**src/rtl/opponent_link_tx_if.sv**
```systemverilog
// Board-to-board link transmit interface: snapshot strobe in, serial line and status out.
// The master drives snapshots; the slave (transmitter) drives the line and status.
interface opponent_link_tx_if;
    logic [88:0] data_in;
    logic        scored_in;
    logic        data_in_valid;
    logic        tx_out;
    logic        busy_out;
    logic        frame_sent_out;
    logic        dropped_out;

    modport master (
        output data_in,
        output scored_in,
        output data_in_valid,
        input  tx_out,
        input  busy_out,
        input  frame_sent_out,
        input  dropped_out
    );

    modport slave (
        input  data_in,
        input  scored_in,
        input  data_in_valid,
        output tx_out,
        output busy_out,
        output frame_sent_out,
        output dropped_out
    );
endinterface

```
**src/rtl/opponent_link_tx.sv**
```systemverilog
// Serialises player snapshot + scored flag onto the opponent link wire.
// LINK_CRC_EN selects a CRC-8 check field instead of a single even-parity bit.
module opponent_link_tx #(
    parameter int         CYCLES_PER_BIT = 64,
    parameter int         GAP_BITS       = 4,
    parameter logic [7:0] PREAMBLE       = 8'hA5
) (
    input  logic         clk_pixel_in,
    input  logic         rst_n_in,
    opponent_link_tx_if.slave link
);
    localparam int CW = (CYCLES_PER_BIT > 1) ? $clog2(CYCLES_PER_BIT) : 1;
    localparam logic [CW-1:0] CYC_LAST = CW'(CYCLES_PER_BIT - 1);
    localparam logic [CW-1:0] CYC_PRE  = CW'(CYCLES_PER_BIT - 2);
    localparam logic [6:0]    GAP_LAST = 7'(GAP_BITS - 1);
    localparam logic [6:0]    PRE_LAST = 7'd7;
    localparam logic [6:0]    PAY_LAST = 7'd89;
`ifdef LINK_CRC_EN
    localparam logic [6:0]    CHK_LAST = 7'd7;
`else
    localparam logic [6:0]    CHK_LAST = 7'd0;
`endif

    typedef enum logic [2:0] {
        S_IDLE,
        S_START,
        S_PREAMBLE,
        S_PAYLOAD,
        S_CHECK,
        S_STOP,
        S_GAP
    } state_t;

    state_t        state;
    logic [CW-1:0] cyc;
    logic [6:0]    bit_cnt;
    logic [97:0]   sr;
    logic [7:0]    chk;
    logic          tx_q;
    logic          busy_q;
    logic          sent_q;
    logic          drop_q;
    logic          pend_full;
    logic [88:0]   pend_data;
    logic          pend_scored;

    logic          bit_end;
    logic          gap_last;
    logic          load_now;
    logic          eff_full;
    logic [88:0]   eff_data;
    logic          eff_scored;
    logic [7:0]    chk_next;
    logic          chk_first;
    logic [7:0]    chk_after;

    assign link.tx_out         = tx_q;
    assign link.busy_out       = busy_q;
    assign link.frame_sent_out = sent_q;
    assign link.dropped_out    = drop_q;

    always_comb begin
        bit_end  = (cyc == CYC_LAST);
        gap_last = (state == S_GAP) && bit_end
                && (bit_cnt == GAP_LAST);
        eff_full = pend_full | link.data_in_valid;
        eff_data = link.data_in_valid ? link.data_in
                                      : pend_data;
        // a queued score survives being overwritten
        eff_scored = link.data_in_valid
                   ? (link.scored_in | (pend_full & pend_scored))
                   : pend_scored;
        load_now = eff_full
                && ((state == S_IDLE) || gap_last);
`ifdef LINK_CRC_EN
        chk_next  = {chk[6:0], 1'b0}
                  ^ ({8{chk[7] ^ sr[0]}} & 8'h07);
        chk_first = chk[7];
        chk_after = {chk[6:0], 1'b0};
`else
        chk_next  = {chk[7:1], chk[0] ^ sr[0]};
        chk_first = chk[0];
        chk_after = chk;
`endif
    end

    always_ff @(posedge clk_pixel_in or negedge rst_n_in) begin
        if (!rst_n_in) begin
            state       <= S_IDLE;
            cyc         <= '0;
            bit_cnt     <= '0;
            sr          <= '0;
            chk         <= '0;
            tx_q        <= 1'b1;
            busy_q      <= 1'b0;
            sent_q      <= 1'b0;
            drop_q      <= 1'b0;
            pend_full   <= 1'b0;
            pend_data   <= '0;
            pend_scored <= 1'b0;
        end else begin
            sent_q <= 1'b0;
            drop_q <= link.data_in_valid & pend_full;

            if (load_now) begin
                pend_full <= 1'b0;
            end else if (link.data_in_valid) begin
                pend_full   <= 1'b1;
                pend_data   <= eff_data;
                pend_scored <= eff_scored;
            end

            if (bit_end || state == S_IDLE) begin
                cyc <= '0;
            end else begin
                cyc <= cyc + 1'b1;
            end

            if (load_now) begin
                state   <= S_START;
                tx_q    <= 1'b0;
                busy_q  <= 1'b1;
                sr      <= {eff_scored, eff_data, PREAMBLE};
                chk     <= '0;
                bit_cnt <= '0;
                cyc     <= '0;
            end else begin
                unique case (state)
                    S_IDLE: begin
                        tx_q   <= 1'b1;
                        busy_q <= 1'b0;
                    end
                    S_START: begin
                        if (bit_end) begin
                            state   <= S_PREAMBLE;
                            bit_cnt <= '0;
                            tx_q    <= sr[0];
                            sr      <= sr >> 1;
                        end
                    end
                    S_PREAMBLE: begin
                        if (bit_end) begin
                            tx_q <= sr[0];
                            sr   <= sr >> 1;
                            if (bit_cnt == PRE_LAST) begin
                                state   <= S_PAYLOAD;
                                bit_cnt <= '0;
                                chk     <= chk_next;
                            end else begin
                                bit_cnt <= bit_cnt + 7'd1;
                            end
                        end
                    end
                    S_PAYLOAD: begin
                        if (bit_end) begin
                            if (bit_cnt == PAY_LAST) begin
                                state   <= S_CHECK;
                                bit_cnt <= '0;
                                tx_q    <= chk_first;
                                chk     <= chk_after;
                            end else begin
                                tx_q    <= sr[0];
                                sr      <= sr >> 1;
                                chk     <= chk_next;
                                bit_cnt <= bit_cnt + 7'd1;
                            end
                        end
                    end
                    S_CHECK: begin
                        if (bit_end) begin
                            if (bit_cnt == CHK_LAST) begin
                                state   <= S_STOP;
                                bit_cnt <= '0;
                                tx_q    <= 1'b1;
                            end else begin
                                tx_q    <= chk[7];
                                chk     <= {chk[6:0], 1'b0};
                                bit_cnt <= bit_cnt + 7'd1;
                            end
                        end
                    end
                    S_STOP: begin
                        if (cyc == CYC_PRE) begin
                            sent_q <= 1'b1;
                        end
                        if (bit_end) begin
                            state   <= S_GAP;
                            bit_cnt <= '0;
                        end
                    end
                    S_GAP: begin
                        if (bit_end) begin
                            if (bit_cnt == GAP_LAST) begin
                                state  <= S_IDLE;
                                busy_q <= 1'b0;
                            end else begin
                                bit_cnt <= bit_cnt + 7'd1;
                            end
                        end
                    end
                    default: begin
                        state  <= S_IDLE;
                        tx_q   <= 1'b1;
                        busy_q <= 1'b0;
                    end
                endcase
            end
        end
    end
endmodule

```
**src/flat_wrapper.sv**
```systemverilog
// flat-port wrapper written by rule: the top's interface ports become plain ports
module opponent_link_tx_flat 
#(
    parameter int         CYCLES_PER_BIT = 64,
    parameter int         GAP_BITS       = 4,
    parameter logic [7:0] PREAMBLE       = 8'hA5
)
  (clk_pixel_in, rst_n_in, link_data_in, link_scored_in, link_data_in_valid, link_tx_out, link_busy_out, link_frame_sent_out, link_dropped_out);
  opponent_link_tx_if link_i ();
  input  logic clk_pixel_in;
  input  logic rst_n_in;
  input wire logic [$bits(link_i.data_in)-1:0] link_data_in;
  input wire logic [$bits(link_i.scored_in)-1:0] link_scored_in;
  input wire logic [$bits(link_i.data_in_valid)-1:0] link_data_in_valid;
  output wire logic [$bits(link_i.tx_out)-1:0] link_tx_out;
  output wire logic [$bits(link_i.busy_out)-1:0] link_busy_out;
  output wire logic [$bits(link_i.frame_sent_out)-1:0] link_frame_sent_out;
  output wire logic [$bits(link_i.dropped_out)-1:0] link_dropped_out;
  assign link_i.data_in = link_data_in;
  assign link_i.scored_in = link_scored_in;
  assign link_i.data_in_valid = link_data_in_valid;
  assign link_tx_out = link_i.tx_out;
  assign link_busy_out = link_i.busy_out;
  assign link_frame_sent_out = link_i.frame_sent_out;
  assign link_dropped_out = link_i.dropped_out;
  opponent_link_tx #(.CYCLES_PER_BIT(CYCLES_PER_BIT), .GAP_BITS(GAP_BITS), .PREAMBLE(PREAMBLE)) u_core (.clk_pixel_in(clk_pixel_in), .rst_n_in(rst_n_in), .link(link_i));
endmodule
```
**config.mk**
```make
export PLATFORM = sky130hd
export DESIGN_NAME = opponent_link_tx_flat
export DESIGN_NICKNAME = d
export VERILOG_FILES = /design/src/rtl/opponent_link_tx_if.sv /design/src/rtl/opponent_link_tx.sv /design/src/flat_wrapper.sv
export SDC_FILE = /design/constraint.sdc
export NUM_CORES = 1
export LEC_CHECK = 0
export CAP_MARGIN = 20
export CORE_UTILIZATION = 40
export DETAILED_ROUTE_END_ITERATION = 10
export SYNTH_ARGS = -nofsm -noshare
export SYNTH_HDL_FRONTEND = slang
export SYNTH_SLANG_ARGS = --single-unit
export TNS_END_PERCENT = 20
```
**constraint.sdc**
```tcl
create_clock -name clk_pixel_in -period 6.15 [get_ports clk_pixel_in]
set_input_delay 1.23 -clock clk_pixel_in [delete_from_list [all_inputs] [get_ports clk_pixel_in]]
set_output_delay 1.23 -clock clk_pixel_in [all_outputs]
set_load 0.01 [all_outputs]
```
==> summary.txt <==
Floorplanning
  • Core box area: 26,000 um^2
  • I/O pins: 97
  • # rows: slightly below 60
  • Die width: 165 um
  • Overall die height: 165 um
  • Initial Utilization: between 40% and 50%
  • Die Area: approximately 27,000 um^2

Synth
  • Register area share after synthesis: between 50% and 60%
  • Syn avg cell area: 9.87 um^2
  • Synth Instances: 1,072
  • Synth async-reset ratio: 100%
  • Most used DFF post-synth: dfrtp_1
  • Synth Warn #: 0
  • Post-synth EDFFs: 0
  • Syn Std Cell Area: approximately 11,000 um^2
  • Synth Register Bits: approximately 220
  • Post-synth cell types: 60
  • Post-Synthesis Net Count: between 1,000 and 1,500

GRT
  • Vias in the first global route: 7,577
  • Initial antenna violation count: 0
  • GRT Residual Overflow: 0
  • Global-route wire length before repair: 39,500 um
  • Largest net degree at the start of global routing: 125
  • Total GRT Usage: 17.9%

Critical path
  • Critical Path Max Stage Delay: 0.74 ns
  • Crit path arrival time: 4.06 ns
  • CP max stage cell: o21ai_4
  • Critical Path RT: 6.55 ns
  • Worst-path fanout max: 36
  • Reg2Reg Setup Slack: 2.50 ns
  • WS Path Type: reg2reg
  • Cell mode on critical path: buf_4
  • Top Family by Delay on Critical Path: compound AO/OA/AOI/OAI gates
  • CP Depth: 8
  • Type of origin of the critical path: flip-flop
  • Critical path cell sequence: ha_1, or4b_4, nor4_4, a21oi_2, buf_4, o21ai_4, buf_4, mux2_2
  • Endpoint class of the critical path: flip-flop
  • Buf/Inv on CP: 2
  • FF-to-FF path depth: 8

Routing
  • Vias/cell: approximately 5.5
  • Residual DRC: 0
  • DR vias: 8,021
  • Post-route ant nets: 0
  • Detailed Route WL: 23,900 um
  • DR WL/cell: 16.3 um
  • Iteration-0 DRC Markers: 567
  • DR pass1 iterations: 7

CTS
  • Maximum root-to-sink buffer count: 3
  • Clock slew at reported path FFs: 0.06 ns
  • CTS resizes: 0
  • Latest clock arrival within the worst-skew pair: around 0.52 ns
  • CTS sink cnt: around 220
  • Hold-fix buffers at CTS: 0
  • H-tree depth: 1
  • TritonCTS buffer count: 26
  • CTS tree: done
  • Postcts setup bufs: 0
  • Root buffer cell: clkbuf_16

STA
  • # setup viols final: 0
  • F_max: 274 MHz
  • Final Skew: 0.00661 ns
  • Period utilization: 59.4%
  • Min setup slack post-route: 2.50 ns
  • Worst-margin pin slew: 1.02 ns
  • Unrepaired setup endpoints after global routing: no
  • Final hold vios: 0
  • Max-slew headroom: 32.0%
  • Max-slew violation count: 0
  • Setup TNS: 0 ns
  • Min Tclk post-route: between 3 and 4 ns

Cells and area
  • Final nets: 1,216
  • Post-Layout Cell Count: 1,471
  • Area Overhead vs Synth: 18.9%
  • Share of cells above drive strength 1: 12.8%

Placement
  • IO Port Bufs: between 90 and 100
  • Post-place setup slack: between 2 and 2.5 ns
  • Dpl cells: 1,425
  • DP HPWL: 14,100 um
  • Gpl congestion: about 0.79

Worst hold path
  • Worst hold-check path type: reg2reg
  • Worst hold path depth: 2

Power
  • Total Power: 0.00344 W
  • Max VDD drop: 220 uV
  • Static Leak: 5.04 nW
  • PD cells: about 270 nW/um^2

Run
  • Max-Cap Viols: 0

Outcome
  • Outcome: complete, no violations
## stage by stage
stage	hold slack (ns)	utilization, %	cell area [um^2]
after floorplan	0.438	-	10600
after global routing	0.484	48.4	12600
after detailed placement	0.455	45.0	11700
final	0.465	48.4	12600
after global placement	0.450	45.0	11700
after CTS	0.470	48.4	12600
## flip-flops by register name, indices dropped and copies added (netlist names)
register / cells
u_core.sr: 98
u_core.pend_data: 89
u_core.chk: 8
u_core.bit_cnt: 7
u_core.cyc: 6
u_core.state: 3
u_core.link.busy_out: 1
u_core.link.dropped_out: 1
u_core.link.frame_sent_out: 1
u_core.link.tx_out: 1
u_core.pend_full: 1
u_core.pend_scored: 1
## final timing paths
check                                           from                    to
min in group asynchronous                   rst_n_in  u_core.pend_data[36]
worst min-delay path            u_core.pend_data[26]  u_core.pend_data[26]
worst max register to register     u_core.bit_cnt[0]  u_core.pend_data[78]
max in group asynchronous                   rst_n_in  u_core.pend_data[33]
worst max-delay path               u_core.bit_cnt[0]  u_core.pend_data[78]
worst min register to register  u_core.pend_data[26]  u_core.pend_data[26]
## worst register-to-register path: stages (launching register included)
cell,delay (ns)
dfrtp_1,0.40
ha_1,0.26
or4b_4,0.51
nor4_4,0.32
a21oi_2,0.10
buf_4,0.22
o21ai_4,0.76
buf_4,0.57
mux2_2,0.41
## metal layers
metal	GRT usage [%]	vias up	part of all wire (%)
li1	-	3896	-
met1	27.1	3935	50
met2	26.6	158	44
met3	2.29	32	4.1
met4	5.13	0	2.1
met5	0	-	0
## power by group
part,switching (W),internal [W]
combinational,0.000130,0.000152
sequential,0.0000445,0.00153
clock,0.000581,0.00101
## Yosys cell counts, types with 2 or more instances
| master | instances | share of area [%] |
|---|---|---|
| a2111o_1 | 2 | 0.21 |
| a211oi_1 | 81 | 5.7 |
| a211oi_2 | 8 | 0.95 |
| a21oi_1 | 16 | 0.76 |
| a221o_1 | 4 | 0.38 |
| a31oi_1 | 90 | 5.3 |
| and2_1 | 6 | 0.35 |
| and3_1 | 2 | 0.12 |
| buf_1 | 6 | 0.21 |
| buf_2 | 9 | 0.43 |
| buf_4 | 9 | 0.64 |
| buf_6 | 2 | 0.21 |
| clkbuf_1 | 63 | 2.2 |
| dfrtp_1 | 216 | 51 |
| ha_1 | 5 | 0.59 |
| inv_1 | 6 | 0.21 |
| mux2_1 | 7 | 0.74 |
| mux2_2 | 69 | 7.3 |
| mux2i_1 | 2 | 0.19 |
| nand2_1 | 250 | 8.9 |
| nand2b_1 | 2 | 0.12 |
| nand3_1 | 18 | 0.85 |
| nor2_1 | 28 | 0.99 |
| nor2b_1 | 89 | 5.3 |
| nor3_1 | 7 | 0.33 |
| nor4_1 | 2 | 0.12 |
| nor4b_1 | 2 | 0.17 |
| o2111ai_1 | 2 | 0.17 |
| o211ai_1 | 16 | 1.1 |
| o21ai_0 | 15 | 0.71 |
| o221a_2 | 2 | 0.21 |
| o22ai_1 | 2 | 0.12 |
| or2_2 | 2 | 0.12 |
| or3_1 | 2 | 0.12 |
| or4_1 | 2 | 0.14 |
| xnor2_1 | 3 | 0.25 |
| xor2_1 | 2 | 0.17 |
## placed cells by master, fill, tap and decap left out, drive strengths merged, types with 18 or more instances in the layout
| cell | count |
|---|---|
| nand3 | 18 |
| nor2b | 89 |
| nor2 | 28 |
| a31oi | 90 |
| clkbuf | 41 |
| dfrtp | 216 |
| a211oi | 89 |
| nand2 | 250 |
| mux2 | 76 |
| clkdlybuf4s50 | 94 |
## layout make-up
class / count / area, um^2
fillers: 2394 / 13400
multi-input cells: 760 / 4750
repair buffers: 107 / 1060
inverters: 6 / 22.5
clock buffers: 41 / 798
flip-flops and latches: 217 / 5430
well taps: 335 / 419
clock inverters: 4 / 95.1
diodes: 1 / 2.50
## cell families (layout without fill, tap and decap cells)
| kind of cell | count (synthesis) | count (layout) | share of synthesized area [%] |
|---|---|---|---|
| adder cells (fa/ha/maj) | 5 | 5 | 0.591 |
| XOR/XNOR | 5 | 5 | 0.414 |
| buffers and inverters | 95 | 158 | 3.94 |
| flip-flops | 217 | 217 | 51.3 |
| multiplexers | 78 | 78 | 8.28 |
| AND/OR/NAND/NOR | 419 | 419 | 18.4 |
| AO/OA/AOI/OAI | 253 | 253 | 17.1 |
| other | 0 | 1 | 0 |
Power figures use the tool's default switching activity.
